$ cat src/rtl/fmq_cmd_tx.sv
// Host-side command engine: encodes one command into a 3-byte frame, sends it byte by byte
// waiting for each echo, then optionally captures a reply. Define FMQ_CMD_ECHO_CHECK_EN to compare echoes.
module fmq_cmd_tx #(
  parameter int unsigned TIMEOUT  = 50000,
  parameter int unsigned TO_WIDTH = 16
) (
  input  logic        clk,
  input  logic        rst,
  input  logic        i_cmd_valid,
  output logic        o_cmd_ready,
  input  logic [2:0]  i_cmd_op,
  input  logic [18:0] i_cmd_arg,
  output logic [7:0]  o_tx_tdata,
  output logic        o_tx_tvalid,
  input  logic        i_tx_tready,
  input  logic [7:0]  i_rx_tdata,
  input  logic        i_rx_tvalid,
  output logic        o_rx_tready,
  output logic        o_rsp_valid,
  output logic [7:0]  o_rsp_data,
  output logic [1:0]  o_rsp_err
);

  typedef enum logic [2:0] {StIdle, StSend, StEcho, StReply, StDone} state_e;

  localparam logic [1:0] ErrOk       = 2'd0;
  localparam logic [1:0] ErrTimeout  = 2'd1;
  localparam logic [1:0] ErrMismatch = 2'd2;
  localparam logic [1:0] ErrBadOp    = 2'd3;
  localparam logic [TO_WIDTH-1:0] ToLast = TO_WIDTH'(TIMEOUT - 1);

  state_e              r_state;
  logic [7:0]          r_tx_tdata;
  logic                r_tx_tvalid;
  logic                r_rx_tready;
  logic                r_rsp_valid;
  logic [7:0]          r_rsp_data;
  logic [1:0]          r_rsp_err;
  logic [7:0]          r_b1;
  logic [7:0]          r_b2;
  logic                r_reply;
  logic [1:0]          r_idx;
  logic                r_mismatch;
  logic [TO_WIDTH-1:0] r_cnt;

  logic [1:0] w_op2;
  logic [4:0] w_f;
  logic [6:0] w_g;
  logic [6:0] w_h;
  logic       w_op_ok;
  logic       w_has_reply;
  logic       w_tx_hs;
  logic       w_rx_hs;
  logic       w_to;
  logic       w_echo_bad;
  logic       w_mismatch;

  always_comb begin
    w_op2       = 2'b11;
    w_f         = 5'd0;
    w_g         = 7'd0;
    w_h         = 7'd0;
    w_op_ok     = 1'b1;
    w_has_reply = 1'b0;
    case (i_cmd_op)
      3'd0: begin
        w_op2 = 2'b00;
        w_f   = i_cmd_arg[18:14];
        w_g   = i_cmd_arg[13:7];
        w_h   = i_cmd_arg[6:0];
      end
      3'd1: begin
        w_op2 = 2'b01;
        w_f   = i_cmd_arg[18:14];
        w_g   = i_cmd_arg[13:7];
        w_h   = i_cmd_arg[6:0];
      end
      3'd2: begin
        w_op2       = 2'b10;
        w_has_reply = 1'b1;
      end
      3'd3: begin
        w_g = {5'd0, i_cmd_arg[8:7]};
        w_h = i_cmd_arg[6:0];
      end
      3'd4: w_f = 5'b10000;
      3'd5: begin
        w_f         = 5'b01000;
        w_has_reply = 1'b1;
      end
      default: w_op_ok = 1'b0;
    endcase
  end

  assign w_tx_hs = r_tx_tvalid & i_tx_tready;
  assign w_rx_hs = r_rx_tready & i_rx_tvalid;
  assign w_to    = (r_cnt == ToLast);

`ifdef FMQ_CMD_ECHO_CHECK_EN
  assign w_echo_bad = (i_rx_tdata != r_tx_tdata);
`else
  assign w_echo_bad = 1'b0;
`endif
  assign w_mismatch = r_mismatch | w_echo_bad;

  always_ff @(posedge clk or negedge rst) begin
    if (!rst) begin
      r_state     <= StIdle;
      r_tx_tdata  <= 8'h00;
      r_tx_tvalid <= 1'b0;
      r_rx_tready <= 1'b1;
      r_rsp_valid <= 1'b0;
      r_rsp_data  <= 8'h00;
      r_rsp_err   <= ErrOk;
      r_b1        <= 8'h00;
      r_b2        <= 8'h00;
      r_reply     <= 1'b0;
      r_idx       <= 2'd0;
      r_mismatch  <= 1'b0;
      r_cnt       <= '0;
    end else begin
      r_rsp_valid <= 1'b0;
      case (r_state)
        StIdle: begin
          if (i_cmd_valid) begin
            r_idx       <= 2'd0;
            r_mismatch  <= 1'b0;
            r_cnt       <= '0;
            r_rx_tready <= 1'b0;
            if (w_op_ok) begin
              r_state     <= StSend;
              r_tx_tdata  <= {1'b1, w_op2, w_f};
              r_b1        <= {1'b0, w_g};
              r_b2        <= {1'b0, w_h};
              r_reply     <= w_has_reply;
              r_tx_tvalid <= 1'b1;
            end else begin
              r_state     <= StDone;
              r_rsp_valid <= 1'b1;
              r_rsp_data  <= 8'h00;
              r_rsp_err   <= ErrBadOp;
            end
          end
        end
        StSend: begin
          if (w_tx_hs) begin
            r_state     <= StEcho;
            r_tx_tvalid <= 1'b0;
            r_rx_tready <= 1'b1;
            r_cnt       <= '0;
          end else if (w_to) begin
            r_state     <= StDone;
            r_tx_tvalid <= 1'b0;
            r_rsp_valid <= 1'b1;
            r_rsp_data  <= 8'h00;
            r_rsp_err   <= ErrTimeout;
          end else begin
            r_cnt <= r_cnt + 1'b1;
          end
        end
        StEcho: begin
          if (w_rx_hs) begin
            r_cnt      <= '0;
            r_mismatch <= w_mismatch;
            if (r_idx != 2'd2) begin
              // Keep sending after a bad echo so the remote frame stays aligned.
              r_idx       <= r_idx + 2'd1;
              r_state     <= StSend;
              r_tx_tvalid <= 1'b1;
              r_rx_tready <= 1'b0;
              r_tx_tdata  <= (r_idx == 2'd0) ? r_b1 : r_b2;
            end else if (r_reply) begin
              r_state <= StReply;
            end else begin
              r_state     <= StDone;
              r_rx_tready <= 1'b0;
              r_rsp_valid <= 1'b1;
              r_rsp_data  <= 8'h00;
              r_rsp_err   <= w_mismatch ? ErrMismatch : ErrOk;
            end
          end else if (w_to) begin
            r_state     <= StDone;
            r_rx_tready <= 1'b0;
            r_rsp_valid <= 1'b1;
            r_rsp_data  <= 8'h00;
            r_rsp_err   <= ErrTimeout;
          end else begin
            r_cnt <= r_cnt + 1'b1;
          end
        end
        StReply: begin
          if (w_rx_hs) begin
            r_state     <= StDone;
            r_rx_tready <= 1'b0;
            r_rsp_valid <= 1'b1;
            r_rsp_data  <= i_rx_tdata;
            r_rsp_err   <= r_mismatch ? ErrMismatch : ErrOk;
          end else if (w_to) begin
            r_state     <= StDone;
            r_rx_tready <= 1'b0;
            r_rsp_valid <= 1'b1;
            r_rsp_data  <= 8'h00;
            r_rsp_err   <= ErrTimeout;
          end else begin
            r_cnt <= r_cnt + 1'b1;
          end
        end
        StDone: begin
          r_state     <= StIdle;
          r_rx_tready <= 1'b1;
        end
        default: r_state <= StIdle;
      endcase
    end
  end

  assign o_cmd_ready = (r_state == StIdle);
  assign o_tx_tdata  = r_tx_tdata;
  assign o_tx_tvalid = r_tx_tvalid;
  assign o_rx_tready = r_rx_tready;
  assign o_rsp_valid = r_rsp_valid;
  assign o_rsp_data  = r_rsp_data;
  assign o_rsp_err   = r_rsp_err;

endmodule

$ cat config.mk
export PLATFORM = sky130hd
export DESIGN_NAME = fmq_cmd_tx
export DESIGN_NICKNAME = d
export VERILOG_FILES = /design/src/rtl/fmq_cmd_tx.sv
export SDC_FILE = /design/constraint.sdc
export NUM_CORES = 1
export LEC_CHECK = 0
export BUFFER_PORTS_ARGS = -buffer_cell sky130_fd_sc_hd__buf_4
export CAP_MARGIN = 20
export CORE_MARGIN = 4
export CORE_UTILIZATION = 44
export DETAILED_ROUTE_END_ITERATION = 7
export GPL_ROUTABILITY_DRIVEN = 0
export MAX_ROUTING_LAYER = met4
export PLACE_DENSITY = 0.65
export SLEW_MARGIN = 15
export SYNTH_ARGS = -nofsm -noshare
export SYNTH_HDL_FRONTEND = slang
export SYNTH_SLANG_ARGS = --single-unit
export TNS_END_PERCENT = 1
$ cat constraint.sdc
create_clock -name clk -period 4.52 [get_ports clk]
set_input_delay 0.904 -clock clk [delete_from_list [all_inputs] [get_ports clk]]
set_output_delay 0.904 -clock clk [all_outputs]
set_load 0.02 [all_outputs]
==> flow_results.xml, run 1 <==
<?xml version="1.0" encoding="UTF-8"?>
<metrics>
  <group name="sta">
    <metric name="grt_setup_unrepaired" unit="">no</metric>
    <metric name="finalClockSkew" unit="ps">8.85</metric>
    <metric name="period_share" unit="%">55.8</metric>
    <metric name="timing_hold_violations_final" unit="">0</metric>
    <metric name="drv_slew" unit="">0</metric>
    <metric name="period_minus_ws_final" unit="ps">2520</metric>
    <metric name="worst_slew_margin_rel" unit="%">40.8</metric>
    <metric name="max_slew.worst_pin.slew" unit="ps">889</metric>
    <metric name="setup_ws" unit="ps">2000</metric>
    <metric name="setup_viol_count_final" unit="">0</metric>
    <metric name="fmax" unit="GHz">0.396</metric>
    <metric name="fin_setup_tns" unit="ps">0</metric>
  </group>
  <group name="drt">
    <metric name="route.detailed.drc" unit="">0</metric>
    <metric name="dr_total_vias" unit="">2642</metric>
    <metric name="drt-total-wl" unit="um">7320</metric>
    <metric name="post_route_ant_nets" unit="">0</metric>
    <metric name="detailedRoute.firstPassIterationCount" unit="">4</metric>
    <metric name="initialDrtViolationCount" unit="">116</metric>
    <metric name="via_per_inst" unit="">5.65</metric>
    <metric name="wirelength_per_cell" unit="um">15.6</metric>
  </group>
  <group name="flow_run">
    <metric name="max_cap_violations" unit="">0</metric>
  </group>
  <group name="logic_synthesis">
    <metric name="asyncSetResetFlopFracSynth" unit="%">100</metric>
    <metric name="synth_cell_types" unit="">51</metric>
    <metric name="count_of_flip_flops_with_a_built_in_enable_after_synthesis" unit="">0</metric>
    <metric name="synth_seq_cells" unit="">57</metric>
    <metric name="synth_simple_gate_area_share" unit="%">24.0</metric>
    <metric name="dominant_combinational_cell_family_by_area_after_synthesis" unit="">simple AND/OR/NAND/NOR gates</metric>
    <metric name="muxShareOfSynthArea" unit="%">4.60</metric>
    <metric name="post_synth.cell_area_avg" unit="um^2">9.10</metric>
    <metric name="synth-adder-area-share" unit="%">1.23</metric>
    <metric name="post_synth_inst_count" unit="">335</metric>
    <metric name="yosysTopAreaCell" unit="">sky130_fd_sc_hd__dfrtp_1</metric>
    <metric name="synthXorXnorAreaFrac" unit="%">0.287</metric>
    <metric name="synth_top_flop_cell" unit="">sky130_fd_sc_hd__dfrtp_1</metric>
    <metric name="synth_area_in_compound_gates" unit="%">19.0</metric>
    <metric name="synth.cells.most_frequent" unit="">56 x sky130_fd_sc_hd__dfrtp_1, 56 x sky130_fd_sc_hd__nand2_1, 25 x sky130_fd_sc_hd__o21ai_0, 18 x sky130_fd_sc_hd__a21oi_1, 17 x sky130_fd_sc_hd__clkbuf_1</metric>
    <metric name="synth_fp_nets" unit="">373</metric>
    <metric name="fraction_of_post_synthesis_cell_area_in_the_top_cell_type_by_area" unit="%">46.0</metric>
    <metric name="ys_warn_count" unit="">0</metric>
    <metric name="post_synth_instance_area" unit="mm^2">0.00305</metric>
    <metric name="synth.top_cells.by_area" unit="">sky130_fd_sc_hd__dfrtp_1 46%, sky130_fd_sc_hd__nand2_1 6.9%, sky130_fd_sc_hd__o21ai_0 4.1%</metric>
    <metric name="synth_sequential_area_ratio" unit="%">46.8</metric>
  </group>
  <group name="finish">
    <metric name="nFillCells" unit="">630</metric>
    <metric name="n_antenna_cell" unit="">0</metric>
    <metric name="area_growth_synth_to_finish" unit="%">20.8</metric>
    <metric name="drive_gt1_share" unit="%">21.6</metric>
    <metric name="num-nets-final" unit="">421</metric>
  </group>
  <group name="pwr">
    <metric name="power-per-cell-area" unit="mW/mm^2">552</metric>
    <metric name="ir_worst_vdd" unit="uV">214</metric>
    <metric name="static-leakage-power" unit="uW">0.00167</metric>
  </group>
  <group name="clocking">
    <metric name="cts_max_path_buffers" unit="">2</metric>
    <metric name="cts_tree" unit="">done</metric>
    <metric name="cts.hold.buffers_added" unit="">0</metric>
    <metric name="htree_levels" unit="">3</metric>
    <metric name="clock_insertion_delay_worst_skew" unit="ps">340</metric>
    <metric name="cts_root_buf" unit="">sky130_fd_sc_hd__clkbuf_8</metric>
    <metric name="clock_sink_count" unit="">57</metric>
    <metric name="cts_resized" unit="">0</metric>
    <metric name="cts_inserted_buffers" unit="">9</metric>
    <metric name="cts_setup_buffers" unit="">0</metric>
    <metric name="worst_setup_hold_path_clk_slew" unit="ps">70</metric>
  </group>
  <group name="floorplan">
    <metric name="row_count" unit="">30</metric>
    <metric name="initial_core_util" unit="%">45.1</metric>
    <metric name="area_of_the_core" unit="mm^2">0.00676</metric>
    <metric name="die_w" unit="um">91.2</metric>
    <metric name="floorplan_die_area" unit="mm^2">0.00832</metric>
    <metric name="io_pins" unit="">57</metric>
    <metric name="die_height" unit="um">91.2</metric>
  </group>
  <group name="worst_setup_path">
    <metric name="timing.critical_path.from_type" unit="">register</metric>
    <metric name="worst-endpoint-required" unit="ps">4720</metric>
    <metric name="critical_path_class" unit="">reg -&gt; reg</metric>
    <metric name="cpMaxStageDelayCell" unit="">sky130_fd_sc_hd__o22ai_1</metric>
    <metric name="critical-path-top-delay-family" unit="">compound AO/OA/AOI/OAI gates</metric>
    <metric name="worst-path-buf-inv" unit="">0</metric>
    <metric name="timing.critical_path.cells" unit="">nor4b_1 -&gt; a41oi_1 -&gt; o22ai_1 -&gt; o21ai_1</metric>
    <metric name="arrival" unit="ps">2720</metric>
    <metric name="critical_path.max_stage_delay" unit="ps">770</metric>
    <metric name="critPathMaxFanout" unit="">11</metric>
    <metric name="critical_path.endpoint_type" unit="">register</metric>
  </group>
  <group name="placement">
    <metric name="place_ws" unit="ps">1710</metric>
    <metric name="dpl.hpwl" unit="um">5140</metric>
    <metric name="port_buffers" unit="">56</metric>
  </group>
  <group name="grt">
    <metric name="via_count_of_the_first_global_routing_pass" unit="">2613</metric>
    <metric name="maximum_number_of_pins_on_one_net_before_global_route_repair" unit="">58</metric>
    <metric name="groute.usage.overall" unit="%">19.3</metric>
    <metric name="grt_overflow_total" unit="">0</metric>
    <metric name="number_of_antenna_violations_at_the_first_check_in_global_routing" unit="">0</metric>
    <metric name="grt_pass1_wl" unit="um">12600</metric>
  </group>
  <group name="run_status">
    <metric name="run_status" unit="">completed</metric>
  </group>
  <group name="min_path">
    <metric name="min_path_type" unit="">reg -&gt; reg</metric>
  </group>
</metrics>
[per-layer routing]
| metal | vias up | global-route usage, % | part of all wire [%] |
|---|---|---|---|
| met3 | 11 | 4.31 | 3.9 |
| met2 | 49 | 30.0 | 48 |
| met5 | - | - | 0 |
| met1 | 1262 | 24.4 | 46 |
| met4 | 0 | 7.54 | 1.4 |
| li1 | 1320 | - | - |
[stage by stage]
| step | utilization, % | instances | power (uW) | hold WS (ps) | instance area (um^2) |
|---|---|---|---|---|---|
| after global placement | 51.6 | 452 | 1550 | 456 | 3490 |
| after CTS | 54.5 | 468 | 2050 | 480 | 3680 |
| final | 54.5 | 468 | 2030 | 474 | 3680 |
| after detailed placement | 51.6 | 452 | 1560 | 465 | 3490 |
| after floorplan | - | 335 | 1300 | 442 | 3050 |
| after global routing | 54.5 | 468 | 2180 | 498 | 3680 |
[cells in the final DEF, fill, tap and decap left out, types with 4 or more instances in the layout]
cell type	instances
sky130_fd_sc_hd__mux2i_1	5
sky130_fd_sc_hd__and3_1	4
sky130_fd_sc_hd__o21ai_1	11
sky130_fd_sc_hd__clkbuf_8	10
sky130_fd_sc_hd__nand2b_1	4
sky130_fd_sc_hd__a31oi_1	4
sky130_fd_sc_hd__o31ai_1	10
sky130_fd_sc_hd__buf_4	57
sky130_fd_sc_hd__or4_1	9
sky130_fd_sc_hd__nor2b_1	6
sky130_fd_sc_hd__nor2_1	12
sky130_fd_sc_hd__and4_1	4
sky130_fd_sc_hd__mux2_2	8
sky130_fd_sc_hd__or3_1	5
sky130_fd_sc_hd__inv_1	9
sky130_fd_sc_hd__nand4_1	6
sky130_fd_sc_hd__a21o_1	5
sky130_fd_sc_hd__nand2_1	56
sky130_fd_sc_hd__o21ai_0	25
sky130_fd_sc_hd__nand3_1	15
sky130_fd_sc_hd__a21oi_1	18
sky130_fd_sc_hd__dfrtp_1	56
[power by group]
group | internal (uW) | switching, uW
clock network | 268 | 218
registers | 659 | 138
logic | 330 | 422
[path summary, 6_finish.rpt]
kind                                       start                         to  slack (ps)  cells after the start
hold reg to reg              r_b2[6]$_DFFE_PN0P_        r_b2[6]$_DFFE_PN0P_         470                      2
hold / removal               r_b2[6]$_DFFE_PN0P_        r_b2[6]$_DFFE_PN0P_         470                      2
max in group asynchronous                    rst       r_cnt[9]$_DFFE_PN0P_        3380                      1
setup / recovery           r_cnt[11]$_DFFE_PN0P_  o_rsp_data[3]$_DFFE_PN0P_        2000                      4
setup reg to reg           r_cnt[11]$_DFFE_PN0P_  o_rsp_data[3]$_DFFE_PN0P_        2000                      4
min in group asynchronous                    rst      r_cnt[13]$_DFFE_PN0P_         620                      1
[area by class of cell]
type / count / area [um^2] / area share (%)
clock buffer: 11 / 141 / 3.84
inverter: 9 / 33.8 / 0.917
multi-input combinational: 249 / 1500 / 40.6
clock inverter: 5 / 55.1 / 1.50
tap: 80 / 100 / 2.72
sequential: 57 / 1430 / 38.8
timing repair buffer: 57 / 428 / 11.6
[state kept, by name (all words and copies together), names as in the netlist]
| name | flops |
|---|---|
| r_cnt | 16 |
| o_rsp_data | 8 |
| o_tx_tdata | 8 |
| r_b1 | 7 |
| r_b2 | 7 |
| r_state | 3 |
| o_rsp_err | 2 |
| r_idx | 2 |
| o_rsp_valid | 1 |
| o_rx_tready | 1 |
| o_tx_tvalid | 1 |
| r_reply | 1 |
[tightest hold or removal path: stages, from the launching register on]
cell	delay, ps
sky130_fd_sc_hd__dfrtp_1	340
sky130_fd_sc_hd__nand2_1	50
sky130_fd_sc_hd__o21ai_0	60
[cell families after synthesis]
family          after synthesis
simple gates                139
compound gates               93
flops                        57
buf+inv                      29
mux                          13
fa+ha+maj                     3
xor+xnor                      1
Power figures use the tool's default switching activity.
==> run 2: changes to the inputs <==
- PLACE_DENSITY: 0.65 -> 0.67
- clock period: 4.52 -> 2.3 ns (I/O delays scaled with it)
==> run 2 against run 1 <==
Compared with the run above: final cell count grew 2.1%; largest cell class unchanged; fmax grew 24%; largest power group is now combinational cells; total power grew 95%; core utilization grew 0.72 points; clock skew shrank 1.2 ps; highest routed layer unchanged; critical path type unchanged.
==> flow_results.xml, run 2 (synthesized netlist as in run 1, its figures left out) <==
<?xml version="1.0" encoding="UTF-8"?>
<metrics>
  <group name="floorplan">
    <metric name="row_count" unit="">30</metric>
    <metric name="die_height" unit="um">91.2</metric>
    <metric name="initial_core_util" unit="%">45.1</metric>
    <metric name="io_pins" unit="">57</metric>
    <metric name="die_w" unit="um">91.2</metric>
    <metric name="floorplan_die_area" unit="mm^2">0.00832</metric>
    <metric name="area_of_the_core" unit="mm^2">0.00676</metric>
  </group>
  <group name="pwr">
    <metric name="power-per-cell-area" unit="mW/mm^2">1060</metric>
    <metric name="static-leakage-power" unit="uW">0.00171</metric>
    <metric name="ir_worst_vdd" unit="uV">676</metric>
  </group>
  <group name="worst_setup_path">
    <metric name="worst-path-buf-inv" unit="">0</metric>
    <metric name="setup.reg_to_reg.worst_slack" unit="ps">270</metric>
    <metric name="critical-path-top-delay-family" unit="">simple AND/OR/NAND/NOR gates</metric>
    <metric name="timing.critical_path.from_type" unit="">register</metric>
    <metric name="critical_path_class" unit="">reg -&gt; reg</metric>
    <metric name="worst-endpoint-required" unit="ps">2560</metric>
    <metric name="timing.critical_path.cells" unit="">ha_1 -&gt; and3_1 -&gt; and4_1 -&gt; or4_1 -&gt; a21oi_1</metric>
    <metric name="worst_r2r_endpoint" unit="">r_cnt[6]$_DFFE_PN0P_</metric>
    <metric name="critical_path.max_stage_delay" unit="ps">530</metric>
    <metric name="critical_path.endpoint_type" unit="">register</metric>
    <metric name="worst_flop_to_flop_path_startpoint" unit="">r_cnt[0]$_DFFE_PN0P_</metric>
    <metric name="r2r_cells" unit="">5</metric>
    <metric name="critPathMaxFanout" unit="">13</metric>
    <metric name="arrival" unit="ps">2290</metric>
    <metric name="cpMaxStageDelayCell" unit="">sky130_fd_sc_hd__or4_1</metric>
  </group>
  <group name="clocking">
    <metric name="htree_levels" unit="">3</metric>
    <metric name="cts_setup_buffers" unit="">0</metric>
    <metric name="cts_root_buf" unit="">sky130_fd_sc_hd__clkbuf_8</metric>
    <metric name="cts_inserted_buffers" unit="">9</metric>
    <metric name="clock_insertion_delay_worst_skew" unit="ps">340</metric>
    <metric name="cts_resized" unit="">0</metric>
    <metric name="cts_max_path_buffers" unit="">2</metric>
    <metric name="cts_tree" unit="">done</metric>
    <metric name="worst_setup_hold_path_clk_slew" unit="ps">70</metric>
    <metric name="clock_sink_count" unit="">57</metric>
    <metric name="cts.hold.buffers_added" unit="">0</metric>
  </group>
  <group name="grt">
    <metric name="grt_pass1_wl" unit="um">12400</metric>
    <metric name="maximum_number_of_pins_on_one_net_before_global_route_repair" unit="">58</metric>
    <metric name="via_count_of_the_first_global_routing_pass" unit="">2559</metric>
    <metric name="groute.usage.overall" unit="%">19.0</metric>
    <metric name="grt_overflow_total" unit="">0</metric>
    <metric name="number_of_antenna_violations_at_the_first_check_in_global_routing" unit="">0</metric>
  </group>
  <group name="drt">
    <metric name="drt-total-wl" unit="um">7120</metric>
    <metric name="route.detailed.drc" unit="">0</metric>
    <metric name="wirelength_per_cell" unit="um">14.9</metric>
    <metric name="detailedRoute.firstPassIterationCount" unit="">4</metric>
    <metric name="dr_total_vias" unit="">2664</metric>
    <metric name="post_route_ant_nets" unit="">0</metric>
    <metric name="initialDrtViolationCount" unit="">94</metric>
    <metric name="via_per_inst" unit="">5.57</metric>
  </group>
  <group name="sta">
    <metric name="timing_hold_violations_final" unit="">0</metric>
    <metric name="setup_viol_count_final" unit="">0</metric>
    <metric name="period_share" unit="%">88.2</metric>
    <metric name="max_slew.worst_pin.slew" unit="ps">717</metric>
    <metric name="fmax" unit="GHz">0.493</metric>
    <metric name="drv_slew" unit="">0</metric>
    <metric name="period_minus_ws_final" unit="ps">2030</metric>
    <metric name="finalClockSkew" unit="ps">7.70</metric>
    <metric name="fin_setup_tns" unit="ps">0</metric>
    <metric name="grt_setup_unrepaired" unit="">no</metric>
    <metric name="worst_slew_margin_rel" unit="%">52.2</metric>
  </group>
  <group name="finish">
    <metric name="layout_common_cells" unit="">67 x sky130_fd_sc_hd__buf_4, 56 x sky130_fd_sc_hd__nand2_1, 56 x sky130_fd_sc_hd__dfrtp_1, 25 x sky130_fd_sc_hd__o21ai_0, 18 x sky130_fd_sc_hd__a21oi_1</metric>
    <metric name="most_common_library_cell_in_the_layout_ignoring_fill_and_taps" unit="">sky130_fd_sc_hd__buf_4</metric>
    <metric name="nFillCells" unit="">631</metric>
    <metric name="drive_gt1_share" unit="%">23.9</metric>
    <metric name="num-nets-final" unit="">431</metric>
    <metric name="max_flop_register" unit="">r_cnt</metric>
    <metric name="largest_register_ff_count" unit="">16</metric>
    <metric name="area_growth_synth_to_finish" unit="%">22.4</metric>
    <metric name="post_layout_nonfiller_instances" unit="">478</metric>
    <metric name="n_antenna_cell" unit="">0</metric>
  </group>
  <group name="flow_run">
    <metric name="max_cap_violations" unit="">0</metric>
  </group>
  <group name="run_status">
    <metric name="run_status" unit="">completed</metric>
  </group>
  <group name="min_path">
    <metric name="min_path_type" unit="">in -&gt; async</metric>
  </group>
  <group name="placement">
    <metric name="dpl.hpwl" unit="um">5090</metric>
    <metric name="dp.cells" unit="">462</metric>
    <metric name="port_buffers" unit="">56</metric>
  </group>
</metrics>
## run 2: area by class of cell
class / count / area (um^2) / share of cell area [%]
Multi-Input combinational cell: 249 / 1500 / 40.1
Sequential cell: 57 / 1430 / 38.3
Timing Repair Buffer: 67 / 503 / 13.5
Clock buffer: 9 / 124 / 3.32
Tap cell: 80 / 100 / 2.68
Clock inverter: 7 / 46.3 / 1.24
Inverter: 9 / 33.8 / 0.905
## run 2: how the worst max path moves through the flow
stage	from	to	slack [ps]	depth (start not counted)
global route	r_cnt[0]$_DFFE_PN0P_	r_cnt[3]$_DFFE_PN0P_	140	5
floorplan	r_state[0]$_DFFE_PN0N_	o_tx_tdata[0]$_DFFE_PN0P_	180	5
CTS	r_cnt[0]$_DFFE_PN0P_	r_cnt[3]$_DFFE_PN0P_	290	5
finish	r_cnt[0]$_DFFE_PN0P_	r_cnt[6]$_DFFE_PN0P_	270	5
global placement	i_rx_tvalid	r_cnt[3]$_DFFE_PN0P_	270	5
detailed placement	i_rx_tvalid	r_cnt[3]$_DFFE_PN0P_	210	5
## run 2: per-layer routing
layer	part of all wire (%)	up-vias	GRT usage, %
met3	3.5	13	3.40
met5	0	-	-
met1	48	1253	25.3
li1	-	1344	-
met2	47	54	28.3
met4	2.3	0	8.67
## run 2: per-stage QoR
stage	total power, uW	setup slack (ps)	hold WS [ps]	util (%)	instance area (um^2)
3_3_place_gp	3140	267	457	52.7	3560
5_1_grt	4290	136	225	55.2	3730
6_report	3960	272	174	55.2	3730
3_5_place_dp	3180	214	470	52.7	3560
4_1_cts	4000	288	200	55.2	3730
2_1_floorplan	2550	183	164	-	3050
## run 2: report_power, final
group	internal [uW]	switching [uW]	total (uW)
registers	1300	216	1510
logic	738	901	1640
clock network	387	427	814
total	2420	1540	3960
## run 2: worst register-to-register path: cells and delay by family (launching register included)
family                     cells  cell delay [ps]
and+or+nand+nor                3             1100
DFF                            1              430
adders and majority gates      1              270
AOI/OAI and AO/OA              1              150
==> run 3: changes to the inputs <==
- REMOVE_ABC_BUFFERS: default -> 1
==> run 3 against run 2 <==
Compared with the run above: sequential share of layout area fell by 0.67 points; worst setup slack got worse by 33 ps; clock-buffer cell count up 1; core utilization rose by 0.98 points; largest power group unchanged; non-clock buffer count is 1 higher; die area stayed put; largest cell class unchanged; first-iteration DRC count rose by 73%; sequential power barely moved.
==> flow_results.xml, run 3 (synthesized netlist as in run 1, its figures left out) <==
<?xml version="1.0" encoding="UTF-8"?>
<metrics>
  <group name="finish">
    <metric name="area_growth_synth_to_finish" unit="%">24.6</metric>
    <metric name="layout.cell_area.non_filler" unit="mm^2">0.00380</metric>
    <metric name="drive_gt1_share" unit="%">24.1</metric>
    <metric name="nFillCells" unit="">633</metric>
    <metric name="num-nets-final" unit="">432</metric>
    <metric name="most_common_library_cell_in_the_layout_ignoring_fill_and_taps" unit="">sky130_fd_sc_hd__buf_4</metric>
    <metric name="max_flop_register" unit="">r_cnt</metric>
    <metric name="n_antenna_cell" unit="">0</metric>
    <metric name="largest_register_ff_count" unit="">16</metric>
    <metric name="layout_common_cells" unit="">68 x sky130_fd_sc_hd__buf_4, 56 x sky130_fd_sc_hd__nand2_1, 56 x sky130_fd_sc_hd__dfrtp_1, 25 x sky130_fd_sc_hd__o21ai_0, 18 x sky130_fd_sc_hd__a21oi_1</metric>
  </group>
  <group name="floorplan">
    <metric name="area_of_the_core" unit="mm^2">0.00676</metric>
    <metric name="floorplan_die_area" unit="mm^2">0.00832</metric>
    <metric name="die_height" unit="um">91.2</metric>
    <metric name="initial_core_util" unit="%">45.1</metric>
    <metric name="row_count" unit="">30</metric>
    <metric name="die_w" unit="um">91.2</metric>
    <metric name="io_pins" unit="">57</metric>
  </group>
  <group name="worst_setup_path">
    <metric name="critical_path.endpoint_type" unit="">register</metric>
    <metric name="critical_path.max_stage_delay" unit="ps">690</metric>
    <metric name="arrival" unit="ps">2310</metric>
    <metric name="timing.critical_path.cells" unit="">or4_4 -&gt; or4_1 -&gt; a21oi_1</metric>
    <metric name="critical_path_class" unit="">reg -&gt; reg</metric>
    <metric name="worst-path-buf-inv" unit="">0</metric>
    <metric name="worst-endpoint-required" unit="ps">2550</metric>
    <metric name="r2r_cells" unit="">3</metric>
    <metric name="cp.depth" unit="">3</metric>
    <metric name="critPathMaxFanout" unit="">17</metric>
    <metric name="cpMaxStageDelayCell" unit="">sky130_fd_sc_hd__or4_4</metric>
    <metric name="critical-path-top-delay-family" unit="">simple AND/OR/NAND/NOR gates</metric>
    <metric name="timing.critical_path.from_type" unit="">register</metric>
  </group>
  <group name="clocking">
    <metric name="cts.hold.buffers_added" unit="">0</metric>
    <metric name="clock_sink_count" unit="">57</metric>
    <metric name="cts_setup_buffers" unit="">0</metric>
    <metric name="htree_levels" unit="">3</metric>
    <metric name="cts_inserted_buffers" unit="">9</metric>
    <metric name="cts_max_path_buffers" unit="">2</metric>
    <metric name="worst_setup_hold_path_clk_slew" unit="ps">70</metric>
    <metric name="cts_tree" unit="">done</metric>
    <metric name="cts_root_buf" unit="">sky130_fd_sc_hd__clkbuf_8</metric>
    <metric name="cts_resized" unit="">0</metric>
    <metric name="clock_insertion_delay_worst_skew" unit="ps">340</metric>
  </group>
  <group name="run_status">
    <metric name="run_status" unit="">completed</metric>
  </group>
  <group name="sta">
    <metric name="grt_setup_unrepaired" unit="">no</metric>
    <metric name="worst_slew_margin_rel" unit="%">51.3</metric>
    <metric name="hold-worst-slack" unit="ps">186</metric>
    <metric name="fmax" unit="GHz">0.485</metric>
    <metric name="max_slew.worst_pin.slew" unit="ps">731</metric>
    <metric name="setup_viol_count_final" unit="">0</metric>
    <metric name="finalClockSkew" unit="ps">11.3</metric>
    <metric name="drv_slew" unit="">0</metric>
    <metric name="period_share" unit="%">89.6</metric>
    <metric name="fin_setup_tns" unit="ps">0</metric>
    <metric name="timing_hold_violations_final" unit="">0</metric>
    <metric name="period_minus_ws_final" unit="ps">2060</metric>
  </group>
  <group name="grt">
    <metric name="via_count_of_the_first_global_routing_pass" unit="">2624</metric>
    <metric name="grt_overflow_total" unit="">0</metric>
    <metric name="number_of_antenna_violations_at_the_first_check_in_global_routing" unit="">0</metric>
    <metric name="groute.usage.overall" unit="%">18.8</metric>
    <metric name="maximum_number_of_pins_on_one_net_before_global_route_repair" unit="">58</metric>
    <metric name="grt_pass1_wl" unit="um">12400</metric>
  </group>
  <group name="flow_run">
    <metric name="max_cap_violations" unit="">0</metric>
  </group>
  <group name="min_path">
    <metric name="min_path_type" unit="">in -&gt; async</metric>
  </group>
  <group name="drt">
    <metric name="route.met2.wl" unit="um">3350</metric>
    <metric name="dr_total_vias" unit="">2682</metric>
    <metric name="route.top_layer_used" unit="">met4</metric>
    <metric name="drt-total-wl" unit="um">7330</metric>
    <metric name="route.detailed.drc" unit="">0</metric>
    <metric name="post_route_ant_nets" unit="">0</metric>
    <metric name="via_per_inst" unit="">5.60</metric>
    <metric name="detailedRoute.firstPassIterationCount" unit="">4</metric>
    <metric name="met1Wirelength" unit="um">3480</metric>
    <metric name="met3_wirelength" unit="um">387</metric>
    <metric name="initialDrtViolationCount" unit="">163</metric>
    <metric name="wirelength_per_cell" unit="um">15.3</metric>
  </group>
  <group name="placement">
    <metric name="dpl.hpwl" unit="um">5060</metric>
    <metric name="port_buffers" unit="">56</metric>
    <metric name="placedInstanceArea" unit="mm^2">0.00357</metric>
  </group>
  <group name="pwr">
    <metric name="ir_worst_vdd" unit="uV">558</metric>
    <metric name="power-per-cell-area" unit="mW/mm^2">1110</metric>
    <metric name="static-leakage-power" unit="uW">0.00174</metric>
  </group>
</metrics>
==> run 3: path summary, 6_finish.rpt <==
| kind | start | to | slack (ps) |
|---|---|---|---|
| max in group asynchronous | rst | r_cnt[3]$_DFFE_PN0P_ | 1630 |
| worst max register to register | r_state[2]$_DFFE_PN0N_ | r_cnt[13]$_DFFE_PN0P_ | 240 |
| worst min register to register | r_b1[4]$_DFFE_PN0P_ | r_b1[4]$_DFFE_PN0P_ | 480 |
| worst min-delay path | rst | r_cnt[11]$_DFFE_PN0P_ | 190 |
| worst max-delay path | r_state[2]$_DFFE_PN0N_ | r_cnt[13]$_DFFE_PN0P_ | 240 |
| min in group clk | i_rx_tdata[4] | o_rsp_data[4]$_DFFE_PN0P_ | 330 |
==> run 3: report_power, final <==
group          switching (uW)  internal [uW]  leakage, uW
clock network             431            641     0.000105
logic                     881            721     0.000881
registers                 237           1290     0.000752
total                    1550           2660      0.00174
==> run 3: area by class of cell <==
cell class                      count  area [um^2]  share of cell area (%)
Multi-Input combinational cell    249         1500                    39.4
Timing Repair Buffer               68          510                    13.4
Tap cell                           80          100                    2.64
Clock inverter                      6         91.3                    2.41
Sequential cell                    57         1430                    37.6
Clock buffer                       10          138                    3.62
Inverter                            9         33.8                   0.890
==> run 3: metrics by stage <==
stage	setup slack, ps	total power, uW	util (%)	std cells
2_1_floorplan	-536	2480	-	315
3_3_place_gp	234	3120	52.8	463
3_5_place_dp	196	3150	52.8	463
4_1_cts	253	4250	56.2	479
5_1_grt	122	4490	56.2	479
6_report	239	4210	56.2	479
==> run 3: layer usage <==
| layer | vias to the layer above | GRT usage, % |
|---|---|---|
| met4 | 0 | 7.41 |
| met3 | 13 | 4.14 |
| met5 | - | - |
| met2 | 75 | 28.3 |
| met1 | 1257 | 24.9 |
| li1 | 1337 | - |
